`src/rtl/axis_out_packer_if.sv`:
```
`default_nettype none
// ============================================================================
//  Module   : axis_out_packer_if
//  Brief    : Input word stream plus output beat stream of the AXI-Stream packer.
//  Revision : 1.0 - initial release
// ============================================================================
interface axis_out_packer_if #(
    parameter int S_DATA_WIDTH = 64,
    parameter int M_DATA_WIDTH = 256,
    parameter int W_BPT        = 8
);
    logic                      s_valid;
    logic                      s_ready;
    logic [S_DATA_WIDTH-1:0]   s_data;
    logic                      s_last;
    logic [W_BPT-1:0]          s_user;
    logic                      m_valid;
    logic                      m_ready;
    logic [M_DATA_WIDTH-1:0]   m_data;
    logic [M_DATA_WIDTH/8-1:0] m_keep;
    logic                      m_last;
    logic [W_BPT-1:0]          m_user;

    // slave: the packer itself; master: the environment feeding and draining it
    modport slave (
        input  s_valid, s_data, s_last, s_user, m_ready,
        output s_ready, m_valid, m_data, m_keep, m_last, m_user
    );

    modport master (
        output s_valid, s_data, s_last, s_user, m_ready,
        input  s_ready, m_valid, m_data, m_keep, m_last, m_user
    );
endinterface
`default_nettype wire

```
`src/rtl/axis_out_packer.sv`:
```
`default_nettype none
// ============================================================================
//  Module   : axis_out_packer
//  Brief    : Packs RATIO row words into one output beat with byte keep and
//             flushes a partial beat on s_last. Optional macro
//             AXIS_OUT_PACKER_ZERO_FILL_EN zeroes the unfilled lanes.
//  Revision : 1.0 - initial release
// ============================================================================
module axis_out_packer #(
    parameter int S_DATA_WIDTH = 64,
    parameter int M_DATA_WIDTH = 256,
    parameter int W_BPT        = 8
) (
    input  wire logic          aclk,
    input  wire logic          areset,
    axis_out_packer_if.slave   axis
);

    localparam int RATIO        = M_DATA_WIDTH / S_DATA_WIDTH;
    localparam int c_LANE_BYTES = S_DATA_WIDTH / 8;
    localparam int c_CNT_W      = (RATIO > 1) ? $clog2(RATIO) : 1;
    localparam logic [c_CNT_W-1:0] c_LAST_SLOT = c_CNT_W'(RATIO - 1);

    logic [c_CNT_W-1:0]        r_cnt;
    logic                      r_m_valid;
    logic [M_DATA_WIDTH-1:0]   r_m_data;
    logic [M_DATA_WIDTH/8-1:0] r_m_keep;
    logic                      r_m_last;
    logic [W_BPT-1:0]          r_m_user;

    logic                      w_s_ready;
    logic                      w_accept;
    logic                      w_complete;
    logic [M_DATA_WIDTH-1:0]   w_data_nxt;
    logic [M_DATA_WIDTH/8-1:0] w_keep_nxt;

    assign w_s_ready  = !r_m_valid || axis.m_ready;
    assign w_accept   = axis.s_valid && w_s_ready;
    assign w_complete = w_accept && ((r_cnt == c_LAST_SLOT) || axis.s_last);

    always_comb begin
        w_data_nxt = r_m_data;
        w_keep_nxt = r_m_keep;
        if (r_cnt == '0) begin
            w_keep_nxt = '0;
`ifdef AXIS_OUT_PACKER_ZERO_FILL_EN
            w_data_nxt = '0;
`else
            // unfilled lanes keep the previous beat's data; m_keep marks validity
`endif
        end
        for (int i = 0; i < RATIO; i++) begin
            if (r_cnt == c_CNT_W'(i)) begin
                w_data_nxt[i*S_DATA_WIDTH +: S_DATA_WIDTH] = axis.s_data;
                w_keep_nxt[i*c_LANE_BYTES +: c_LANE_BYTES] = '1;
            end
        end
    end

    always_ff @(posedge aclk) begin
        if (areset) begin
            r_cnt     <= '0;
            r_m_valid <= 1'b0;
            r_m_data  <= '0;
            r_m_keep  <= '0;
            r_m_last  <= 1'b0;
            r_m_user  <= '0;
        end else begin
            if (w_accept) begin
                r_m_data <= w_data_nxt;
                r_m_keep <= w_keep_nxt;
                if (r_cnt == '0) begin
                    r_m_user <= axis.s_user;
                end
                // an accept implies any pending beat drains this same cycle
                if (w_complete) begin
                    r_m_valid <= 1'b1;
                    r_m_last  <= axis.s_last;
                    r_cnt     <= '0;
                end else begin
                    r_m_valid <= 1'b0;
                    r_cnt     <= r_cnt + 1'b1;
                end
            end else if (r_m_valid && axis.m_ready) begin
                r_m_valid <= 1'b0;
            end
        end
    end

    assign axis.s_ready = w_s_ready;
    assign axis.m_valid = r_m_valid;
    assign axis.m_data  = r_m_data;
    assign axis.m_keep  = r_m_keep;
    assign axis.m_last  = r_m_last;
    assign axis.m_user  = r_m_user;

endmodule
`default_nettype wire
```
`src/flat_wrapper.sv`:
```
// flat-port wrapper written by rule: the top's interface ports become plain ports
module axis_out_packer_flat 
#(
    parameter int S_DATA_WIDTH = 64,
    parameter int M_DATA_WIDTH = 256,
    parameter int W_BPT        = 8
)
  (aclk, areset, axis_s_valid, axis_s_data, axis_s_last, axis_s_user, axis_m_ready, axis_s_ready, axis_m_valid, axis_m_data, axis_m_keep, axis_m_last, axis_m_user);
  axis_out_packer_if #(.S_DATA_WIDTH(S_DATA_WIDTH), .M_DATA_WIDTH(M_DATA_WIDTH), .W_BPT(W_BPT)) axis_i ();
  input  wire logic aclk;
  input  wire logic areset;
  input wire logic [$bits(axis_i.s_valid)-1:0] axis_s_valid;
  input wire logic [$bits(axis_i.s_data)-1:0] axis_s_data;
  input wire logic [$bits(axis_i.s_last)-1:0] axis_s_last;
  input wire logic [$bits(axis_i.s_user)-1:0] axis_s_user;
  input wire logic [$bits(axis_i.m_ready)-1:0] axis_m_ready;
  output wire logic [$bits(axis_i.s_ready)-1:0] axis_s_ready;
  output wire logic [$bits(axis_i.m_valid)-1:0] axis_m_valid;
  output wire logic [$bits(axis_i.m_data)-1:0] axis_m_data;
  output wire logic [$bits(axis_i.m_keep)-1:0] axis_m_keep;
  output wire logic [$bits(axis_i.m_last)-1:0] axis_m_last;
  output wire logic [$bits(axis_i.m_user)-1:0] axis_m_user;
  assign axis_i.s_valid = axis_s_valid;
  assign axis_i.s_data = axis_s_data;
  assign axis_i.s_last = axis_s_last;
  assign axis_i.s_user = axis_s_user;
  assign axis_i.m_ready = axis_m_ready;
  assign axis_s_ready = axis_i.s_ready;
  assign axis_m_valid = axis_i.m_valid;
  assign axis_m_data = axis_i.m_data;
  assign axis_m_keep = axis_i.m_keep;
  assign axis_m_last = axis_i.m_last;
  assign axis_m_user = axis_i.m_user;
  axis_out_packer #(.S_DATA_WIDTH(S_DATA_WIDTH), .M_DATA_WIDTH(M_DATA_WIDTH), .W_BPT(W_BPT)) u_core (.aclk(aclk), .areset(areset), .axis(axis_i));
endmodule
```
`config.mk`:
```
export PLATFORM = sky130hd
export DESIGN_NAME = axis_out_packer_flat
export DESIGN_NICKNAME = d
export VERILOG_FILES = /design/src/rtl/axis_out_packer_if.sv /design/src/rtl/axis_out_packer.sv /design/src/flat_wrapper.sv
export SDC_FILE = /design/constraint.sdc
export NUM_CORES = 1
export LEC_CHECK = 0
export ABC_AREA = 1
export CORE_ASPECT_RATIO = 0.6
export CORE_MARGIN = 1.5
export CORE_UTILIZATION = 45
export DETAILED_ROUTE_END_ITERATION = 10
export GPL_TIMING_DRIVEN = 0
export PLACE_DENSITY = 0.79
export SLEW_MARGIN = 40
export SYNTH_ARGS = -nofsm -noshare
export SYNTH_HDL_FRONTEND = slang
export SYNTH_SLANG_ARGS = --single-unit
```
`constraint.sdc`:
```
create_clock -name aclk -period 1.36 [get_ports aclk]
set_input_delay 0.272 -clock aclk [delete_from_list [all_inputs] [get_ports aclk]]
set_output_delay 0.272 -clock aclk [all_outputs]
set_load 0.02 [all_outputs]
```
==> metrics.txt <==
# TYPE chip_impl_metric gauge
chip_impl_metric{name="share_clk_of_total_power",unit=""} 0.353
chip_impl_metric{name="initial_utilization",unit=""} 0.464
chip_impl_metric{name="detail_route.wirelength",unit="um"} 46300
chip_impl_metric{name="finalHoldViolations",unit=""} 0
chip_impl_metric{name="cts_made_buffers",unit=""} 26
chip_impl_metric{name="maximum_number_of_pins_on_one_net_before_global_route_repair",unit=""} 20
chip_impl_metric{name="postCtsHoldBufs",unit=""} 0
chip_impl_metric{name="diodes",unit=""} 0
chip_impl_metric{name="cts.reportedPaths.clkPinSlew",unit="ns"} 0.07
chip_impl_info{name="hold_path_class",value="in2reg"} 1
chip_impl_metric{name="dr.pass1.iters",unit=""} 5
chip_impl_metric{name="insertion_delay",unit="ns"} 0.54
chip_impl_metric{name="combPwrFrac",unit=""} 0.228
chip_impl_info{name="violations",value="setup timing"} 1
chip_impl_metric{name="die_h",unit="um"} 126
chip_impl_metric{name="route.vias.total",unit=""} 12428
chip_impl_metric{name="antenna_violating_nets_post_route",unit=""} 0
chip_impl_metric{name="ys_seq_area_frac",unit=""} 0.479
chip_impl_metric{name="vias_per_cell",unit=""} 4.87
chip_impl_metric{name="detail_route.drc_violations",unit=""} 0
chip_impl_metric{name="grt_antenna_before_repair",unit=""} 1
chip_impl_metric{name="achievable-frequency",unit="MHz"} 646
chip_impl_metric{name="cts.htree.levels",unit=""} 1
chip_impl_metric{name="groute.usage.overall",unit=""} 0.316
chip_impl_metric{name="peakVddDrop",unit="mV"} 0.869
chip_impl_metric{name="timing.setup.tns",unit="ns"} -18.52
chip_impl_metric{name="worstRegToRegCells",unit=""} 10
chip_impl_metric{name="part_of_the_power_in_registers",unit=""} 0.419
chip_impl_metric{name="post_synthesis_average_cell_area",unit="um2"} 6.48
chip_impl_metric{name="report.final.setup_viol",unit=""} 274
chip_impl_metric{name="layout_min_cycle_time",unit="ns"} 1.55
chip_impl_metric{name="dpl.hpwl",unit="um"} 28800
chip_impl_metric{name="floorplan.rows",unit=""} 44
chip_impl_metric{name="drv_cap",unit=""} 0
chip_impl_metric{name="critPathMaxFanout",unit=""} 6
chip_impl_metric{name="mappedNetlistArea",unit="um2"} 11400
chip_impl_info{name="worstSetupEndpointType",value="output port"} 1
chip_impl_metric{name="synth.distinct_cells",unit=""} 17
chip_impl_metric{name="max-slew-margin-rel",unit=""} 0.633
chip_impl_metric{name="drt_iter0_drcs",unit=""} 854
chip_impl_metric{name="floorplan.core_area",unit="um2"} 24500
chip_impl_info{name="mostFrequentLayoutCell",value="nor2_1"} 1
chip_impl_metric{name="utilization",unit=""} 0.755
chip_impl_info{name="crit_type",value="reg2out"} 1
chip_impl_metric{name="gp_congestion",unit=""} 0.876
chip_impl_metric{name="power.net_switching",unit="mW"} 6.29
chip_impl_metric{name="maximum_clock_path_buffer_count",unit=""} 3
chip_impl_info{name="cts_tree",value="yes"} 1
chip_impl_metric{name="final_nets",unit=""} 2292
chip_impl_info{name="leading_cell_types_in_the_layout_fill_and_taps_excluded",value="369 x nor2_1, 332 x nand2_1, 269 x inv_1"} 1
chip_impl_info{name="worstHoldEndpoint",value="u_core.axis.m_keep[14]"} 1
chip_impl_metric{name="dpl_worst_slack",unit="ns"} -0.966
chip_impl_metric{name="power_leakage",unit="nW"} 9.77
chip_impl_metric{name="finalWorstSetupSlack",unit="ns"} -0.187
chip_impl_metric{name="cellPowerDensity",unit="nW/um2"} 1120
chip_impl_metric{name="synth.net_count",unit=""} 1833
chip_impl_metric{name="die_w",unit="um"} 208
chip_impl_metric{name="floorplan.die_area",unit="um2"} 26200
chip_impl_metric{name="pin_count",unit=""} 376
chip_impl_metric{name="number_of_buffers_added_on_ports",unit=""} 374
chip_impl_info{name="status",value="finished with violations"} 1
chip_impl_metric{name="timing_worst_slew_pin_value",unit="ns"} 0.550
chip_impl_metric{name="routed_wire_length_per_instance",unit="um"} 18.2
chip_impl_metric{name="switching_share",unit=""} 0.302
chip_impl_metric{name="reg2reg_slack",unit="ns"} -0.16
chip_impl_metric{name="synth.ff_latch_count",unit=""} 272
chip_impl_info{name="grt_setup_unrepaired",value="true"} 1
chip_impl_metric{name="syn_to_final_growth",unit="%"} 62.8
chip_impl_metric{name="final_layout_size_suffix_gt1_frac",unit=""} 0.404
chip_impl_metric{name="overflow",unit=""} 0
chip_impl_metric{name="cell_internal_power_dissipation",unit="mW"} 14.5
chip_impl_info{name="rr_startpoint",value="u_core.axis.m_valid"} 1
chip_impl_metric{name="timing.final.crit_share",unit=""} 1.14
chip_impl_info{name="hp-start",value="areset"} 1
chip_impl_metric{name="synth_warnings",unit=""} 0
chip_impl_metric{name="setup_clock_skew_after_layout",unit="ns"} 0.0112
chip_impl_metric{name="worstPathRequired",unit="ns"} 1.09
chip_impl_metric{name="sinks_on_clock_net",unit=""} 272
chip_impl_metric{name="min_path_cells",unit=""} 2
chip_impl_metric{name="slew_viol_final",unit=""} 0
chip_impl_metric{name="post_syn_instances",unit=""} 1752
chip_impl_metric{name="grt_pass1_wl",unit="um"} 64200
chip_impl_metric{name="vias_in_the_first_global_route",unit=""} 11429
chip_impl_info{name="setup.worst_path.start_class",value="register"} 1
chip_impl_info{name="ctsRootBufferMaster",value="clkbuf_16"} 1
chip_impl_metric{name="filler_cell_count",unit=""} 1778
chip_impl_info{name="worstReg2RegEnd",value="u_core.axis.m_data[158]"} 1
chip_impl_metric{name="wp_data_arrival",unit="ns"} 1.28
==> flip-flops by register name, indices dropped and copies added, names as in the netlist <==
signal               cells
u_core.axis.m_valid      1
u_core.axis.m_keep       4
u_core.r_cnt             2
u_core.axis.m_user       8
u_core.axis.m_data     256
u_core.axis.m_last       1
==> metrics by stage <==
step / power (mW) / hold slack (ns) / area (um2) / cells
2_1_floorplan: 10.8 / 0.341 / 11400 / 1752
3_3_place_gp: 12.6 / 0.451 / 15500 / 2448
3_5_place_dp: 12.7 / 0.455 / 15500 / 2448
4_1_cts: 20.0 / 0.0803 / 16600 / 2531
5_1_grt: 21.5 / 0.0774 / 18500 / 2550
6_report: 20.8 / 0.0665 / 18500 / 2550
==> synth_stat cells <==
cell type,count,area share
a21oi_1,6,0.0026
buf_2,48,0.021
buf_4,30,0.020
buf_6,15,0.015
clkbuf_1,24,0.0079
clkinv_1,1,0.00033
dfxtp_1,272,0.48
ha_1,4,0.0044
inv_1,271,0.090
inv_2,1,0.00033
nand2_1,537,0.18
nand2_2,1,0.00055
nand3_1,5,0.0022
nand3_2,3,0.0026
nand4_1,1,0.00055
nor2_1,532,0.18
o21ai_0,1,0.00044
==> worst max-delay path, stage by stage (launching register included) <==
cell and delay (ns):
dfxtp_4 0.37, buf_6 0.13, buf_6 0.11, buf_6 0.12
==> power groups by stage <==
stage | Clock (mW) | Sequential, mW | Combinational [mW]
after floorplan | 0 | 9.41 | 1.40
after global placement | 0 | 8.86 | 3.73
after detailed placement | 0 | 8.88 | 3.80
after CTS | 7.35 | 8.69 | 4.01
after global routing | 7.71 | 8.75 | 5.03
final | 7.35 | 8.71 | 4.74
==> worst max-delay path by stage <==
| stage | cells past startpoint | endpoint | from |
|---|---|---|---|
| after CTS | 3 | axis_m_keep[20] | u_core.axis.m_keep[22] |
| after detailed placement | 6 | u_core.axis.m_data[119] | areset |
| after global routing | 3 | axis_m_keep[9] | u_core.axis.m_keep[14] |
| final | 3 | axis_m_keep[9] | u_core.axis.m_keep[14] |
| after floorplan | 7 | u_core.axis.m_data[186] | u_core.axis.m_valid |
| after global placement | 6 | u_core.axis.m_data[119] | areset |
==> kinds of logic after synthesis <==
| logic type | Yosys count | share of synthesized area |
|---|---|---|
| adder cells (fa/ha/maj) | 4 | 0.00441 |
| flip-flops | 272 | 0.479 |
| buffers and inverters | 390 | 0.154 |
| AND/OR/NAND/NOR | 1079 | 0.359 |
| AO/OA/AOI/OAI | 7 | 0.00308 |
==> what timing repair did <==
action,CTS,global route
pin swaps,27,114
gates cloned,17,21
setup buffers,22,16
setup endpoints to repair,567,372
resized for setup,1583,489
==> routing by layer <==
layer  part of all wire  global-route usage  vias to the layer above
li1                   -                   -                     5889
met1               0.41               0.399                     5890
met2               0.46               0.516                      553
met3              0.093              0.0933                       96
met4              0.034               0.108                        0
met5                  0             0.00544                        -
==> area by class of cell <==
type                       instances  area, um2  area share
sequential                       272       5470       0.296
tap                              322        403      0.0218
clock buffer                      38        777      0.0420
timing repair buffer             440       3790       0.205
multi-input combinational       1090       5730       0.310
buffer                           108       1220      0.0663
inverter                         273       1030      0.0557
clock inverter                     7       60.1     0.00325
No activity file was read; power rests on OpenSTA's default activity.
==> RTL change 1, RTL diff (config.mk and constraints unchanged) <==
Add a define of `AXIS_OUT_PACKER_ZERO_FILL_EN`.
--- a/src/rtl/axis_out_packer.sv
+++ b/src/rtl/axis_out_packer.sv
@@ -6,6 +6,8 @@
 //             AXIS_OUT_PACKER_ZERO_FILL_EN zeroes the unfilled lanes.
 //  Revision : 1.0 - initial release
 // ============================================================================
+`define AXIS_OUT_PACKER_ZERO_FILL_EN
+
 module axis_out_packer #(
     parameter int S_DATA_WIDTH = 64,
     parameter int M_DATA_WIDTH = 256,
Function: changed (a bounded check fails within 4 cycles, from zero or initial values and one cycle with areset high).
==> RTL change 1 against the unedited design <==
- the flow still finishes with violations (setup timing)
- cell count fell by 13%
- setup slack got worse by 0.14 ns
- sequential cell count did not move
- area after synthesis fell by 5.1%
- cell area fell by 2.6%
- wire length rose by 4.9%
- highest routed layer unchanged
- power barely moved
==> RTL change 1: results (changes against the unedited design) <==
Setup path
  – Largest stage delay, worst path: 0.39 ns (+0.02 ns)
  – Critical path peak fanout: 5 (-1)
  – CP top delay family: buffers and inverters
  – CP endpoint kind: flop
  – Critical Path AT: 2.13 ns (+0.85 ns)

Global routing
  – GRT Resource Usage Total: 34.03% (+2.5 points)
  – Number of global-route vias before repair: 10939 (-4.3%)
  – Global-route met2 utilization: 52.76% (+1.2 points)
  – Pin count of the biggest net entering global routing: 15 (-25%)
  – GR Util met3: 9.745% (+0.42 points)
  – Initial antenna violation count: 0 (-1)

Status
  – Outcome: finished with violations
  – Failing checks: setup timing

Cells and area
  – Layout clock buffer count: 39 (+2.6%)
  – Storage cell area: 0.005557 mm2 (+1.5%)
  – Inverter count: 85 (-69%)
  – Multi-In Gates: 904 (-17%)
  – NonClk Buf Share: 29.98% (+2.8 points)
  – Multi-input combinational area share: 30.49% (-0.50 points)
  – Signal buffers: 594 (+8.4%)

Route
  – DR iter-0 viols: 1292 (+51%)
  – DRT met1 WL: 19440 um (+2.8%)
  – Met2 WL: 21930 um (+2.1%)
  – WL met3: 5574 um (+30%)

Placed design
  – Post-Place Cell Area: 0.01493 mm2 (-3.7%)
  – Detailed Place HPWL: 30450 um (+5.6%)
  – I/O Buffers: 373 (-0.27%)

Logic synthesis
  – Sequential share of the synthesized area: 50.53% (+2.6 points)
  – Adder-cell area share of the yosys netlist: 0.5805% (+0.14 points)
  – Post-synthesis compound-gate area fraction: 6.421% (+6.1 points)

Timing
  – Final worst slack: -0.3229 ns (-0.1356 ns)
  – Worst slew pin tran: 0.8679 ns (+0.3176 ns)
  – Setup violations, final: 287 (+4.7%)

Pwr
  – Peak supply drop: 1.101 mV (+27%)
==> RTL change 1: report_power, final <==
group / internal, mW / switching [mW]
registers: 8.29 / 0.222
clock network: 4.02 / 3.25
logic: 2.15 / 2.84
total: 14.5 / 6.31
==> RTL change 1: logic make-up after synthesis <==
group                      Yosys count
AOI/OAI and AO/OA                  136
buffers and inverters              244
adders and majority gates            5
and+or+nand+nor                    763
DFF                                272
==> RTL change 1: how the worst min path moves through the flow <==
stage                            startpoint                       to  slack [ns]  cells past startpoint
floorplan                    axis_s_data[0]    u_core.axis.m_data[0]        0.41                      2
detailed placement  u_core.axis.m_data[178]  u_core.axis.m_data[178]        0.45                      2
finish                       axis_s_user[7]    u_core.axis.m_user[7]        0.33                      3
global route                 axis_s_user[4]    u_core.axis.m_user[4]        0.33                      3
global placement     u_core.axis.m_data[95]   u_core.axis.m_data[95]        0.45                      2
CTS                            axis_s_valid   u_core.axis.m_data[64]        0.31                      4
==> RTL change 1: worst reg2reg max path, delay by kind of cell, from the launching register on <==
family	cells	cell delay [ns]
AO/OA/AOI/OAI	1	0.18
buffers and inverters	5	0.60
AND/OR/NAND/NOR	3	0.24
adder cells (fa/ha/maj)	1	0.16
flip-flops	1	0.39
==> RTL change 1: through the flow <==
stage / instances / setup slack, ns / setup TNS, ns
2_1_floorplan: 1420 / 0.004884 / 0
5_1_grt: 2216 / -0.3692 / -46.27
6_report: 2216 / -0.3229 / -33.87
3_3_place_gp: 2108 / -1.145 / -190.32
3_5_place_dp: 2108 / -1.156 / -189.85
4_1_cts: 2198 / -0.2018 / -20.72
==> RTL change 1: timing repair <==
item,CTS,global route
hold buffers,0,0
setup buffers,27,10
gates resized for setup,1545,580
cloned,17,17
endpoints found under the hold margin,0,0
pin swaps,33,101
endpoints found under the setup margin,569,414
==> RTL change 2, RTL diff (config.mk and constraints unchanged) <==
Without the edit above. Make the reset (`areset`) asynchronous in one clocked block.
--- a/src/rtl/axis_out_packer.sv
+++ b/src/rtl/axis_out_packer.sv
@@ -57,7 +57,7 @@
         end
     end
 
-    always_ff @(posedge aclk) begin
+    always_ff @(posedge aclk or posedge areset) begin
         if (areset) begin
             r_cnt     <= '0;
             r_m_valid <= 1'b0;
Check against the original RTL: differs if areset is asserted again (counterexample within 4 cycles, from zero or initial values and one cycle with areset high); with areset held inactive, the same outputs for 4 cycles.
==> RTL change 2 against the unedited design <==
- the flow still finishes with violations (setup timing)
- cell area rose by 9.9%
- register-to-register slack got worse by 0.07 ns
- wire length increased by 14%
- count of clock-buffer cells in the layout is 4 lower
- setup slack got worse by 0.11 ns
- critical path depth up 1
- area after synthesis rose by 0.90%
- sequential cell count unchanged
- critical endpoint is now axis_s_ready
Power is not compared: it rests on default switching activity, and its combinational part moved more than twofold at a synthesized area within 25%.
==> RTL change 2: results (changes against the unedited design) <==
Status
  – Outcome: finished with violations
  – Failing checks: setup timing

Placed design
  – I/O Buffers: 375 (+0.27%)
  – Detailed Place HPWL: 32110 um (+11%)
  – Post-Place Cell Area: 0.01594 mm2 (+2.8%)
  – Final GP Congestion: 0.8952 (+2.2%)
  – DP Worst Slack: -1.124 ns (-0.1578 ns)
  – Placed Instances: 1965 (-20%)

Setup path
  – Critical path peak fanout: 2 (-4)
  – Critical Path AT: 1.38 ns (+0.10 ns)

Logic synthesis
  – Post-Syn Nets: 1330 (-27%)
  – Count of unique library cells instantiated by Yosys: 14 (-3)
  – Synthesis warning total: 0 (unchanged)
  – Commonest cells in the synthesized netlist: nand2_1 (543), dfrtp_1 (272), nand4_1 (268)
  – Sequential share of the synthesized area: 59.38% (+11 points)
  – Top post-synthesis cells by area: dfrtp_1 (59%), nand2_1 (18%), nand4_1 (15%), buf_4 (3.1%), buf_2 (2.9%)
  – Post-Syn Instances: 1248 (-29%)
  – Synth async-reset ratio: 100.0% (+100 points)

Pwr
  – Pleak: between 10 and 15 nW

Cells and area
  – Layout cell share with drive strength beyond 1: 44.95% (+4.5 points)
  – Fillcell total: 1428 (-20%)
  – Multi-input logic area: 0.004506 mm2 (-21%)
  – Final std cells w/o fill: 2172 (-15%)
  – # nets final: 1903 (-17%)

Global routing
  – First-pass GRT wire length: 74990 um (+17%)
  – Number of global-route vias before repair: 12472 (+9.1%)
  – Initial antenna violation count: 3 (+2)
  – Pin count of the biggest net entering global routing: 28 (+40%)
  – GRT Resource Usage Total: 36.98% (+5.4 points)

CTS
  – Clock latency at the later pin of the worst-skew pair: between 0.5 and 0.6 ns
  – Clock Path Buffers: 3 (unchanged)

Timing
  – Final worst slack: -0.2935 ns (-0.1062 ns)
  – Setup TNS: -34.49 ns (-15.98 ns)
  – Clk_skew: 0.01684 ns (+0.005614 ns)
  – Worst slew pin tran: 0.4862 ns (-0.06410 ns)
  – Setup violations, final: 405 (+48%)

Route
  – Via count: 12893 (+3.7%)
  – Detailed Route WL: 52830 um (+14%)
  – 1st-pass router iterations: 6 (+1)
  – DR iter-0 viols: 1313 (+54%)

Min path
  – Hold Crit Class: in -> async
==> RTL change 2: changes by cell type in the layout (fill, tap and decap cells not counted), sizes merged, moves of 11 or more <==
cell	delta
nor2	-531
dfrtp	+272
dfxtp	-272
inv	-267
nand4	+267
buf	+146
clkbuf	-11
==> RTL change 2: worst max-delay path: stages (launching register included) <==
cell and delay (ns):
dfrtp_1 0.40, nand2_4 0.08, buf_12 0.13, buf_8 0.11, buf_6 0.12
==> RTL change 2: final cells by class <==
class                           count  share of cell area (%)
Sequential cell                   272                   33.53
Timing Repair Buffer              547                   29.85
Multi-Input combinational cell    825                   22.17
Buffer                            144                   8.034
Clock buffer                       34                   3.601
Tap cell                          329                   2.025
Clock inverter                     13                  0.6218
Inverter                            5                  0.1354
Antenna cell                        3                 0.03694
==> RTL change 2: final timing paths <==
| path | startpoint | end | slack, ns | depth (start not counted) |
|---|---|---|---|---|
| worst min register to register | u_core.axis.m_data[249] | u_core.axis.m_data[249] | 0.47 | 2 |
| worst max register to register | u_core.axis.m_valid | u_core.axis.m_data[170] | -0.23 | 8 |
| worst min-delay path | areset | u_core.axis.m_data[53] | 0.15 | 3 |
| max in group asynchronous | areset | u_core.axis.m_data[91] | 0.07 | 9 |
| min in group aclk | axis_s_user[4] | u_core.axis.m_user[4] | 0.30 | 3 |
| worst max-delay path | u_core.axis.m_valid | axis_s_ready | -0.29 | 4 |
==> RTL change 2: power groups by stage <==
stage | registers, mW | clock network, mW | logic, mW
after global routing | 15.4 | 7.90 | 27.8
final | 15.1 | 7.58 | 26.7
after global placement | 14.1 | 0 | 19.6
after detailed placement | 14.2 | 0 | 20.1
after floorplan | 18.3 | 0 | 4.96
after CTS | 14.6 | 7.52 | 24.9
==> RTL change 2: cell families (layout without fill, tap and decap cells) <==
group           after synthesis  after routing  share of synthesized area (%)
simple gates                819            819                          32.76
flops                       272            272                          59.38
buf+inv                     151            743                          7.270
fa+ha+maj                     5              5                         0.5458
compound gates                1              1                        0.04362
other cells                   0              3                              0
==> RTL change 2: metal layers <==
layer  up-vias  GRT usage (%)  wire length (um)
met1      6383          50.16             20320
met4         0          13.34              2291
met2       933          58.12             24460
met3       180          9.210              5750
li1       5397              -                 -
met5         -              0                 0
==> RTL change 2: what timing repair did <==
| action | in CTS | in global routing |
|---|---|---|
| gates resized for setup | 2072 | 173 |
| gates cloned | 19 | 15 |
| setup buffers | 126 | 6 |
| setup endpoints to repair | 617 | 588 |
| pin swaps | 12 | 55 |
